--- src/rtl/pipeline_controller.sv ---
// Hazard and redirect sequencer: merges stage stalls, inserts load-use bubbles,
// and turns an execute-resolved branch into a PC pulse plus a timed DS/EX flush.
module pipeline_controller #(
   parameter int AWIDTH            = 5,
   parameter int PC_WIDTH          = 32,
   parameter int FLUSH_CYCLES      = 2,
   parameter int LOAD_STALL_CYCLES = 1,
   parameter int CWIDTH            = 16
) (
   input  logic                hc_clk,
   input  logic                hc_rst,
   input  logic                hc_i_stall_f,
   input  logic                hc_i_stall_ds,
   input  logic                hc_i_stall_ex,
   input  logic                hc_i_stall_mem,
   input  logic                hc_i_stall_wb,
   input  logic [AWIDTH-1:0]   hc_i_ds_rs1,
   input  logic [AWIDTH-1:0]   hc_i_ds_rs2,
   input  logic                hc_i_ds_rs1_used,
   input  logic                hc_i_ds_rs2_used,
   input  logic [AWIDTH-1:0]   hc_i_ex_rd,
   input  logic                hc_i_ex_load,
   input  logic                hc_i_ex_we,
   input  logic                hc_i_change_pc,
   input  logic [PC_WIDTH-1:0] hc_i_alu_pc_value,
   output logic                hc_o_stall_f,
   output logic                hc_o_stall_ds,
   output logic                hc_o_stall_ex,
   output logic                hc_o_stall_mem,
   output logic                hc_o_stall_wb,
   output logic                hc_o_flush_ds,
   output logic                hc_o_flush_ex,
   output logic                hc_o_change_pc,
   output logic [PC_WIDTH-1:0] hc_o_pc_value,
   output logic                hc_o_busy,
   output logic [CWIDTH-1:0]   hc_o_bubble_cnt
);

   localparam int MAXC = (FLUSH_CYCLES > LOAD_STALL_CYCLES) ? FLUSH_CYCLES : LOAD_STALL_CYCLES;
   localparam int SW   = $clog2(MAXC + 1);

   typedef enum logic [1:0] {RUN = 2'd0, LSTALL = 2'd1, FLUSH = 2'd2} state_t;

   state_t                state_q;
   logic [SW-1:0]         seq_q;
   logic                  chg_q;
   logic [PC_WIDTH-1:0]   pc_q;
   logic [CWIDTH-1:0]     bub_q, bub_d;

   logic in_run, hazard, redirect_acc, lu_run, lu;

   assign in_run = (state_q == RUN);
   assign hazard = hc_i_ex_load & hc_i_ex_we & (hc_i_ex_rd != '0) &
                   ((hc_i_ds_rs1_used & (hc_i_ds_rs1 == hc_i_ex_rd)) |
                    (hc_i_ds_rs2_used & (hc_i_ds_rs2 == hc_i_ex_rd)));

   assign hc_o_stall_wb  = hc_i_stall_wb;
   assign hc_o_stall_mem = hc_i_stall_mem | hc_o_stall_wb;
   assign hc_o_stall_ex  = hc_i_stall_ex | hc_o_stall_mem;
   assign hc_o_stall_ds  = hc_i_stall_ds | hc_o_stall_ex | lu;
   assign hc_o_stall_f   = hc_i_stall_f | hc_o_stall_ds;

   // A held EX stage must not launch a redirect or a bubble; both re-evaluate once it moves.
   assign redirect_acc = in_run & hc_i_change_pc & ~hc_o_stall_ex;
   assign lu_run       = in_run & hazard & ~hc_i_change_pc & ~hc_o_stall_ex;
   assign lu           = lu_run | (state_q == LSTALL);

   assign hc_o_flush_ds   = (state_q == FLUSH);
   assign hc_o_flush_ex   = hc_o_flush_ds | lu;
   assign hc_o_change_pc  = chg_q;
   assign hc_o_pc_value   = pc_q;
   assign hc_o_busy       = ~in_run;
   assign hc_o_bubble_cnt = bub_q;

   assign bub_d = (hc_o_flush_ex && (bub_q != '1)) ? bub_q + 1'b1 : bub_q;

   always_ff @(posedge hc_clk or negedge hc_rst) begin
      if (!hc_rst) begin
         state_q <= RUN;
         seq_q   <= '0;
         chg_q   <= 1'b0;
         pc_q    <= '0;
         bub_q   <= '0;
      end else begin
         chg_q <= 1'b0;
         bub_q <= bub_d;
         case (state_q)
            RUN: begin
               if (redirect_acc) begin
                  state_q <= FLUSH;
                  seq_q   <= SW'(FLUSH_CYCLES);
                  chg_q   <= 1'b1;
                  pc_q    <= hc_i_alu_pc_value;
               end else if (lu_run && (LOAD_STALL_CYCLES > 1)) begin
                  state_q <= LSTALL;
                  seq_q   <= SW'(LOAD_STALL_CYCLES - 1);
               end
            end
            LSTALL, FLUSH: begin
               if (seq_q <= SW'(1)) begin
                  state_q <= RUN;
                  seq_q   <= '0;
               end else begin
                  seq_q <= seq_q - 1'b1;
               end
            end
            default: state_q <= RUN;
         endcase
      end
   end

endmodule

--- config.mk ---
export PLATFORM = sky130hd
export DESIGN_NAME = pipeline_controller
export DESIGN_NICKNAME = d
export VERILOG_FILES = /design/src/rtl/pipeline_controller.sv
export SDC_FILE = /design/constraint.sdc
export NUM_CORES = 1
export LEC_CHECK = 0
export BUFFER_PORTS_ARGS = -buffer_cell sky130_fd_sc_hd__buf_4
export CORE_MARGIN = 2
export CORE_UTILIZATION = 30
export DETAILED_ROUTE_END_ITERATION = 7
export PLACE_DENSITY = 0.52
export SYNTH_ARGS = -nofsm -noshare
export SYNTH_HDL_FRONTEND = slang
export SYNTH_SLANG_ARGS = --single-unit
--- constraint.sdc ---
create_clock -name hc_clk -period 3.8 [get_ports hc_clk]
set_input_delay 0.38 -clock hc_clk [delete_from_list [all_inputs] [get_ports hc_clk]]
set_output_delay 0.38 -clock hc_clk [all_outputs]
set_load 0.02 [all_outputs]
== After elaboration in Yosys (flattened, before gate mapping) ==
Cells that the tools add are included.
Operators by class
  mux-type cells: 7
  bitwise logic cells: 21
  add/sub/neg operators: 2
  magnitude comparators: 1
  reduce and logical (&&, ||, !) cells: 8
  equal/unequal tests: 7
Operators by type and width (count)
  $add A16 B1 Y16 const B: 1
  $ne A16 B16 Y1 const B: 1
  $and A1 B1 Y1: 10
  $eq A5 B5 Y1: 2
  $or A1 B1 Y1: 8
  $pmux W2 S2: 2
  $mux W2: 3
  $reduce_and A2 Y1: 3
  $reduce_bool A5 Y1: 1
  $not A1 Y1: 3
  $eq A2 B1 Y1 const B: 1
  $eq A2 B2 Y1 const B: 1
  $le A2 B1 Y1 const B: 1
  $logic_not A2 Y1: 1
  $mux W1: 2
  $ne A2 B1 Y1 const B: 1
  $ne A2 B2 Y1 const B: 1
  $reduce_bool A2 Y1: 1
  $reduce_or A2 Y1: 1
  $sub A2 B1 Y2 const B: 1
  $logic_and A1 B1 Y1: 1
Word-level totals
  input port bits: 59
  logic and storage cells: 51
  flip-flop bits (word level): 53

== Longest topological paths before layout ==
Gate-level depths: netlist of the first run.
  word-level depth: 10
  depth in mapped cells: 8
  depth with buffers taken out: 7

== Worst setup path after synthesis of the first run ==
No wires, ideal clock.
  kind: in2out
  start point: in hc_i_stall_wb
  end point: out hc_o_stall_f
  path slack: 1.558 ns
  buffers on the path: 0
  data arrival time: 1.862 ns
  stages on the path: 5
  cells stage by stage: or2_1 > nor2_1 > o211ai_2 > o21ai_0 > or2_2
On the way
  cells in the longest elaborated chain, start to end: 7
  elaborated cells between the ends (all ways): 8
  classes of those cells: bitwise: 8
Ends and longest elaborated chain
  start, declared: RTL line 16  | input logic hc_i_stall_wb,
  $or A1 B1 Y1 *: RTL line 58  | assign hc_o_stall_mem = hc_i_stall_mem | hc_o_stall_wb;
  $or A1 B1 Y1 *: RTL line 59  | assign hc_o_stall_ex = hc_i_stall_ex | hc_o_stall_mem;
  $not A1 Y1: RTL line 65  | assign lu_run = in_run & hazard & ~hc_i_change_pc & ~hc_o_stall_ex;
  $and A1 B1 Y1: RTL line 65
  $or A1 B1 Y1: RTL line 66  | assign lu = lu_run | (state_q == LSTALL);
  $or A1 B1 Y1 *: RTL line 60  | assign hc_o_stall_ds = hc_i_stall_ds | hc_o_stall_ex | lu;
  via hc_o_stall_ds: RTL line 27  | output logic hc_o_stall_ds,
  $or A1 B1 Y1 *: RTL line 61  | assign hc_o_stall_f = hc_i_stall_f | hc_o_stall_ds;
  end, declared: RTL line 26  | output logic hc_o_stall_f,
Mark *: on every way through the listed nets, which the timed path passes. The rest lies on a longest branch.

== Worst setup path after layout of the first run ==
  start point: reg state_q[1]
  end point: out hc_o_flush_ex
On the way
  cells in the longest elaborated chain, start to end: 6
  elaborated cells between the ends (all ways): 8
  classes of those cells: eq/ne: 2; bitwise: 5; reduce/logical: 1
Ends and longest elaborated chain
  start, declared: RTL line 44  | state_t state_q;
  start signal, assigned: RTL line 79  | state_q <= RUN;
  start signal, assigned: RTL line 90  | state_q <= FLUSH;
  start signal, assigned: RTL line 95  | state_q <= LSTALL;
  $logic_not A2 Y1: RTL line 52  | assign in_run = (state_q == RUN);
  $and A1 B1 Y1 (3 in series): RTL line 65
  $or A1 B1 Y1: RTL line 66
  $or A1 B1 Y1 *: RTL line 69  | assign hc_o_flush_ex = hc_o_flush_ds | lu;
  end, declared: RTL line 32  | output logic hc_o_flush_ex,
Every way passes the cells marked *; elsewhere a longest branch is shown, timed or not.

==> results of run 1 <==
-- cell type report --
type | count | area, um2
clock buffers | 6 | 82.58
clock inverters | 2 | 38.79
fillers | 703 | 3996
inverters | 2 | 7.507
multi-input cells | 115 | 948.4
flip-flops and latches | 52 | 1301
well taps | 99 | 123.9
repair buffers | 116 | 870.8
-- path summary, 6_finish.rpt --
check,start,to,slack [ns],cells after the start
max,state_q[1],hc_o_flush_ex,1.41,4
min,hc_rst,hc_o_pc_value[4],0.10,1
max reg2reg,hc_o_bubble_cnt[0],hc_o_bubble_cnt[1],1.65,7
min reg2reg,hc_o_bubble_cnt[10],hc_o_bubble_cnt[10],0.49,1
max in group asynchronous,hc_rst,hc_o_bubble_cnt[15],3.26,1
min in group hc_clk,hc_i_alu_pc_value[11],hc_o_pc_value[11],0.31,2
-- critical path, stage by stage (launching register included) --
cell and delay [ns]:
dfrtp_1 0.48, nor4bb_1 0.39, o211ai_2 0.19, o21ai_4 0.43
buf_4 0.23
-- Yosys cell counts (all sizes together) --
cell / instances / area, um2
nand3: 7 / 35.03
nand2b: 1 / 6.260
or4: 1 / 7.510
and2: 1 / 6.260
and3: 5 / 31.28
and4: 1 / 8.760
mux2: 35 / 394.1
ha: 1 / 12.51
nand2: 8 / 32.54
xnor2: 15 / 131.4
nor4: 2 / 18.77
a31o: 1 / 8.760
dfrtp: 52 / 1301
nor4bb: 1 / 10.01
o21ai: 5 / 36.29
nand3b: 1 / 7.510
or2: 2 / 12.52
clkbuf: 1 / 3.750
nor2: 7 / 28.78
a32oi: 1 / 8.760
o211ai: 1 / 12.51
inv: 2 / 7.510
or3: 1 / 6.260
o2111ai: 1 / 8.760
nor3: 2 / 10.01
buf: 6 / 48.80
xor2: 8 / 70.07
nand4: 7 / 43.79
-- power groups by stage --
stage	Combinational, uW	Sequential [uW]	Clock [uW]
final	538	743	395
after global routing	574	763	438
after CTS	546	743	413
after detailed placement	546	754	0
after global placement	542	752	0
after floorplan	156	876	0
-- cells by family (layout without fill, tap and decap cells) --
family	after synthesis	count (layout)
simple gates	47	47
fa+ha+maj	1	1
buf+inv	9	126
compound gates	9	9
mux	35	35
xor+xnor	23	23
flops	52	52
-- routing by layer --
metal | GRT usage | up-vias | share of wire
met3 | 0.03451 | 7 | 0.075
met5 | 0 | - | 0
met2 | 0.1900 | 72 | 0.46
met4 | 0.03607 | 0 | 0.0092
met1 | 0.1675 | 854 | 0.46
li1 | - | 856 | -
-- through the flow --
| step | hold slack (ns) | util | total power (uW) |
|---|---|---|---|
| 2_1_floorplan | 0.08441 | - | 1032 |
| 3_3_place_gp | 0.4648 | 0.4413 | 1295 |
| 3_5_place_dp | 0.4635 | 0.4413 | 1300 |
| 4_1_cts | 0.1279 | 0.4577 | 1702 |
| 5_1_grt | 0.1537 | 0.4577 | 1775 |
| 6_report | 0.1035 | 0.4577 | 1675 |
-- flip-flops by register name, indices dropped and copies added (netlist names) --
name and count:
hc_o_pc_value 32, state_q 1, seq_q 2, hc_o_bubble_cnt 16
hc_o_change_pc 1
==> summary.md, run 1 <==
| Metric | Value |
|---|---|
| Status | completed |
| Synth-to-Final Area Change | 46.05% |
| Max_slew headroom | 0.5653 |
| Final Instance Area | 0.003373 mm2 |
| Tightest Hold Check Type | input pin to asynchronous set/reset pin |
| Inst Count DP | around 380 |
| Rows | 31 |
| CTS tree | yes |
| Sw Share | 0.3113 |
| Syn_area_per_cell | 13.12 um2 |
| Worst-path fanout max | 16 |
| Max IR drop VDD | between 300 and 400 uV |
| Clock Sinks | 52 |
| Clock Tree Buf Depth | 2 |
| Initial core utilization | 0.3134 |
| Min setup slack post-route | around 1.4 ns |
| Total I/O pin count | 116 |
| Core area | around 0.0074 mm2 |
| Pleak | approximately 0.0016 uW |
| Post-synthesis xor/xnor area fraction | 0.08722 |
| Die Area | between 0.008 and 0.009 mm2 |
| Adder-cell share of the synthesized area | 0.005417 |
| Fin. Hold Viols | 0 |
| Post-CTS sizing | 0 |
| Post-CTS Hold Fix Bufs | 0 |
| # setup viols final | 0 |
| Combinational power share | 0.321 |
| Total Routed Length | approximately 5200 um |
| Ant. Diodes | 0 |
| Critical path data required time | around 3.4 ns |
| Total Routing Usage GR | 0.1225 |
| Root Driver | clkbuf_8 |
| Worst setup EP type | output port |
| Setup CP Type | flop to output port |
| Final Slew Violations | 0 |
| Via count | approximately 1800 |
| Placed Area | roughly 0.0033 mm2 |
| Die Y-Extent | 91.75 um |
| Sequential share of power | 0.443 |
| Proportion of layout cells with a drive suffix above 1 | 0.5563 |
| Htree depth | 2 |
| Remaining DRCs | 0 |
| Clock-pin slew on the worst setup and hold paths | 0.09 ns |
| Arrival time at the worst endpoint | between 2 and 2.5 ns |
| Non-Filler Instances | 392 |
| Most frequent cells in the layout | 116 x buf_4, 52 x dfrtp_1, 32 x mux2_2, 15 x xnor2_1, 8 x xor2_1 |
| Final global-route overflow total | 0 |
| Fmax | ~0.42 GHz |
| Synth cell types | 35 |
| Largest family of logic cells by synthesized area | multiplexers |
| Clock Skews | approximately 0.0064 ns |
| Worst-Margin Slew | 0.6521 ns |
| Post-DP HPWL | a little under 4000 um |
| Syn Inst Count | ~180 |
| Pwr/cell area | roughly 500 mW/mm2 |
| Total CTS buffers | 5 |
| Setup bufs post-CTS | 0 |
| Period utilisation layout | 0.6302 |
| Die Wd | 91.75 um |
| Pre-CTS setup slack | roughly 1.6 ns |
| Element type at the critical path start | flop |
| DRT antenna net count | 0 |
| Yosys warns | 0 |
| Worst-skew pair later-pin latency | about 0.30 ns |
| Synthesized area | about 0.0023 mm2 |
| Synth Area in Simple Gates | 0.1148 |
| Int Pwr | around 1200 uW |
| Max_cap viols | 0 |
| Final nets | ~350 |
| FF+latch count, synth | 52 |
| RSZ-0062 raised after global routing | false |
| Mapped Nets | roughly 240 |
| First-pass GRT wire length | between 8000 and 9000 um |
| Complex-gate fraction of the synthesized area | 0.03250 |
| Drt wl/cell | about 13 um |
| Most common cell after layout, fill and taps aside | buf_4 |
| Setup TNS | 0 ns |
| Minimum clock period | about 2.4 ns |
| Fraction of synthesized area in multiplexers | 0.1706 |
| Vias in the first global route | approximately 1700 |
| GPL Wtd Cong | 0.8682 |
| Pin count of the biggest net entering global routing | 53 |
| Vias per cell | approximately 4.6 |
| P_sw | between 500 and 600 uW |
| Pre-Repair DR Iteration Count | 4 |
| Initial antenna violation count | 0 |
| Sequential-to-total area share from yosys stat | 0.5634 |
| Starting DRC count in detailed routing | 48 |
| Clk pwr share | 0.236 |
| PortBufs | ~120 |
Note: power is estimated with default switching activity, not from simulation.
==> run 2: changes to the inputs <==
--- a/config.mk
+++ b/config.mk
@@ -9,7 +9,7 @@
 export CORE_MARGIN = 2
 export CORE_UTILIZATION = 30
 export DETAILED_ROUTE_END_ITERATION = 7
-export PLACE_DENSITY = 0.52
+export PLACE_DENSITY = 0.55
 export SYNTH_ARGS = -nofsm -noshare
 export SYNTH_HDL_FRONTEND = slang
 export SYNTH_SLANG_ARGS = --single-unit
==> constraint.sdc (replaced) <==
create_clock -name hc_clk -period 2 [get_ports hc_clk]
set_input_delay 0.2 -clock hc_clk [delete_from_list [all_inputs] [get_ports hc_clk]]
set_output_delay 0.2 -clock hc_clk [all_outputs]
set_load 0.02 [all_outputs]
==> summary.md, run 2 (same netlist as run 1, synthesis figures left out) <==
| Metric | Value |
|---|---|
| PortBufs | 115 (unchanged) |
| Clock-pin slew on the worst setup and hold paths | 0.10 ns (was 0.09 ns) |
| Worst-path fanout max | 9 (was 16) |
| R2R Path Start | hc_o_bubble_cnt[0] (unchanged) |
| Pin count of the biggest net entering global routing | 53 (unchanged) |
| CTS tree | yes (unchanged) |
| Clock Sinks | 52 (unchanged) |
| Worst-skew pair later-pin latency | 0.29 ns (was 0.30 ns) |
| Hold wc startpoint | hc_i_alu_pc_value[22] |
| Total CTS buffers | 5 (unchanged) |
| Worst hold slack | 0.1274 ns (was 0.1035 ns) |
| Worst-Margin Slew | 0.6507 ns (was 0.6521 ns) |
| Max reg flops | 32 (unchanged) |
| Synth-to-Final Area Change | 48.00% (was 46.05%) |
| Status | completed (unchanged) |
| Post-DP HPWL | 3923 um (was 3860 um) |
| Fin. Hold Viols | 0 (unchanged) |
| Clock Skews | 0.008643 ns (was 0.006440 ns) |
| Critical path data required time | 1.80 ns (was 3.42 ns) |
| Total I/O pin count | 116 (unchanged) |
| DRT antenna net count | 0 (unchanged) |
| Worst setup EP type | output port (unchanged) |
| Die Area | 0.008417 mm2 (unchanged) |
| Core area | 0.007370 mm2 (unchanged) |
| Via count | 1762 (was 1789) |
| Final global-route overflow total | 0 (unchanged) |
| Total Routed Length | 5123 um (was 5228 um) |
| Arrival time at the worst endpoint | 1.69 ns (was 2.01 ns) |
| # setup viols final | 0 (unchanged) |
| Setup slack, reg-to-reg | 0.21 ns (was 1.65 ns) |
| Total Routing Usage GR | 0.1205 (was 0.1225) |
| Remaining DRCs | 0 (unchanged) |
| Most common cell after layout, fill and taps aside | buf_4 (unchanged) |
| Rows | 31 (unchanged) |
| Initial core utilization | 0.3134 (unchanged) |
| Min setup slack post-route | 0.1114 ns (was 1.405 ns) |
| Crit path from | state_q[1] (unchanged) |
| Util after Layout | 0.4638 (was 0.4577) |
| Element type at the critical path start | flop (unchanged) |
| Setup TNS | 0 ns (unchanged) |
| Die Wd | 91.75 um (unchanged) |
| Final Slew Violations | 0 (unchanged) |
| Pre-CTS setup slack | 0.1401 ns (was 1.552 ns) |
| Max_slew headroom | 0.5662 (was 0.5653) |
| Die Y-Extent | 91.75 um (unchanged) |
| Most frequent cells in the layout | 120 x buf_4, 52 x dfrtp_1, 32 x mux2_2, 15 x xnor2_1, 8 x xor2_1 (was 116 x buf_4, 52 x dfrtp_1, 32 x mux2_2, 15 x xnor2_1, 8 x xor2_1) |
| Ant. Diodes | 0 (unchanged) |
| Max_cap viols | 0 (unchanged) |
| Clock Tree Buf Depth | 2 (unchanged) |
| Crit path to | hc_o_flush_ex (unchanged) |
| Setup CP Type | flop to output port (unchanged) |
| Root Driver | clkbuf_8 (unchanged) |
| GPL Wtd Cong | 0.7675 (was 0.8682) |
| Tightest Hold Check Type | input pin to flop (was input pin to asynchronous set/reset pin) |
| Pre-Repair DR Iteration Count | 4 (unchanged) |
| Placed Area | 0.003294 mm2 (was 0.003252 mm2) |
| Vias in the first global route | 1729 (was 1741) |
| Proportion of layout cells with a drive suffix above 1 | 0.5652 (was 0.5563) |
| Final nets | 358 (was 352) |
| Reg-to-reg endpoint | hc_o_bubble_cnt[1] (unchanged) |
| Starting DRC count in detailed routing | 26 (was 48) |
| Vias per cell | 4.427 (was 4.564) |
| Final Instance Area | 0.003418 mm2 (was 0.003373 mm2) |
| Max IR drop VDD | 650.3 uV (was 342.1 uV) |
| Pleak | 0.001612 uW (was 0.001588 uW) |
| Initial antenna violation count | 0 (unchanged) |
| Period utilisation layout | 0.9443 |
| Minimum clock period | approximately 1.9 ns |
| Fmax | between 0.5 and 0.6 GHz |
| Pwr/cell area | 889.1 mW/mm2 (was 496.6 mW/mm2) |
| RSZ-0062 raised after global routing | false (unchanged) |
| First-pass GRT wire length | 8369 um (was 8404 um) |
| Drt wl/cell | 12.87 um (was 13.34 um) |
| Htree depth | 2 (unchanged) |
| R2R depth | 7 (unchanged) |
[run 2: cell types whose count changed in the layout (fill, tap and decap cells not counted), sizes merged]
cell         change
buf              +5
bufinv           -1
clkbuf           -1
clkinv           +1
dlygate4sd3      +1
inv              +1
[run 2: worst min path at each step]
stage	to	slack, ns	cells after the start
global route	hc_o_pc_value[8]	0.10	2
global placement	hc_o_pc_value[9]	0.28	1
CTS	hc_o_pc_value[22]	0.11	2
finish	hc_o_pc_value[22]	0.13	2
floorplan	hc_o_bubble_cnt[0]	-0.1	0
detailed placement	hc_o_pc_value[3]	0.28	1
[run 2: power by group]
group,internal [uW],switching (uW)
Combinational,530,510
Clock,251,339
Sequential,1270,142
[run 2: layout make-up]
cell class                      instances  area (um2)
Sequential cell                        52        1301
Inverter                                2       7.507
Fill cell                             717        3951
Timing Repair Buffer                  122       930.9
Clock buffer                            5       68.82
Clock inverter                          3       22.52
Tap cell                               99       123.9
Multi-Input combinational cell        115       963.4
[run 2: through the flow]
| step | instances | total power [uW] |
|---|---|---|
| after floorplan | 176 | 1962 |
| after global placement | 388 | 2470 |
| after detailed placement | 388 | 2477 |
| after CTS | 398 | 3101 |
| after global routing | 398 | 3237 |
| final | 398 | 3039 |
[run 2: repair_timing]
| item | 4_1_cts | 5_1_grt |
|---|---|---|
| hold buffers | 1 | 0 |
| pin swaps | 1 | 0 |
| hold endpoints to repair | 52 | 0 |
| gates resized for setup | 1 | 1 |
| buffers inserted | 1 | 0 |
| endpoints found under the setup margin | 1 | 1 |
[run 2: worst max-delay path, stage by stage (launching register included)]
cell	delay [ns]
dfrtp_1	0.42
nor4bb_4	0.31
o211ai_2	0.16
o21ai_4	0.17
buf_4	0.18
buf_4	0.15
[run 2: metal layers]
| metal | share of wire | track usage | vias to the layer above |
|---|---|---|---|
| met5 | 0 | 0 | - |
| met4 | 0.0033 | 0.02488 | 0 |
| met3 | 0.086 | 0.03780 | 2 |
| met2 | 0.46 | 0.1887 | 74 |
| met1 | 0.46 | 0.1649 | 823 |
| li1 | - | - | 863 |
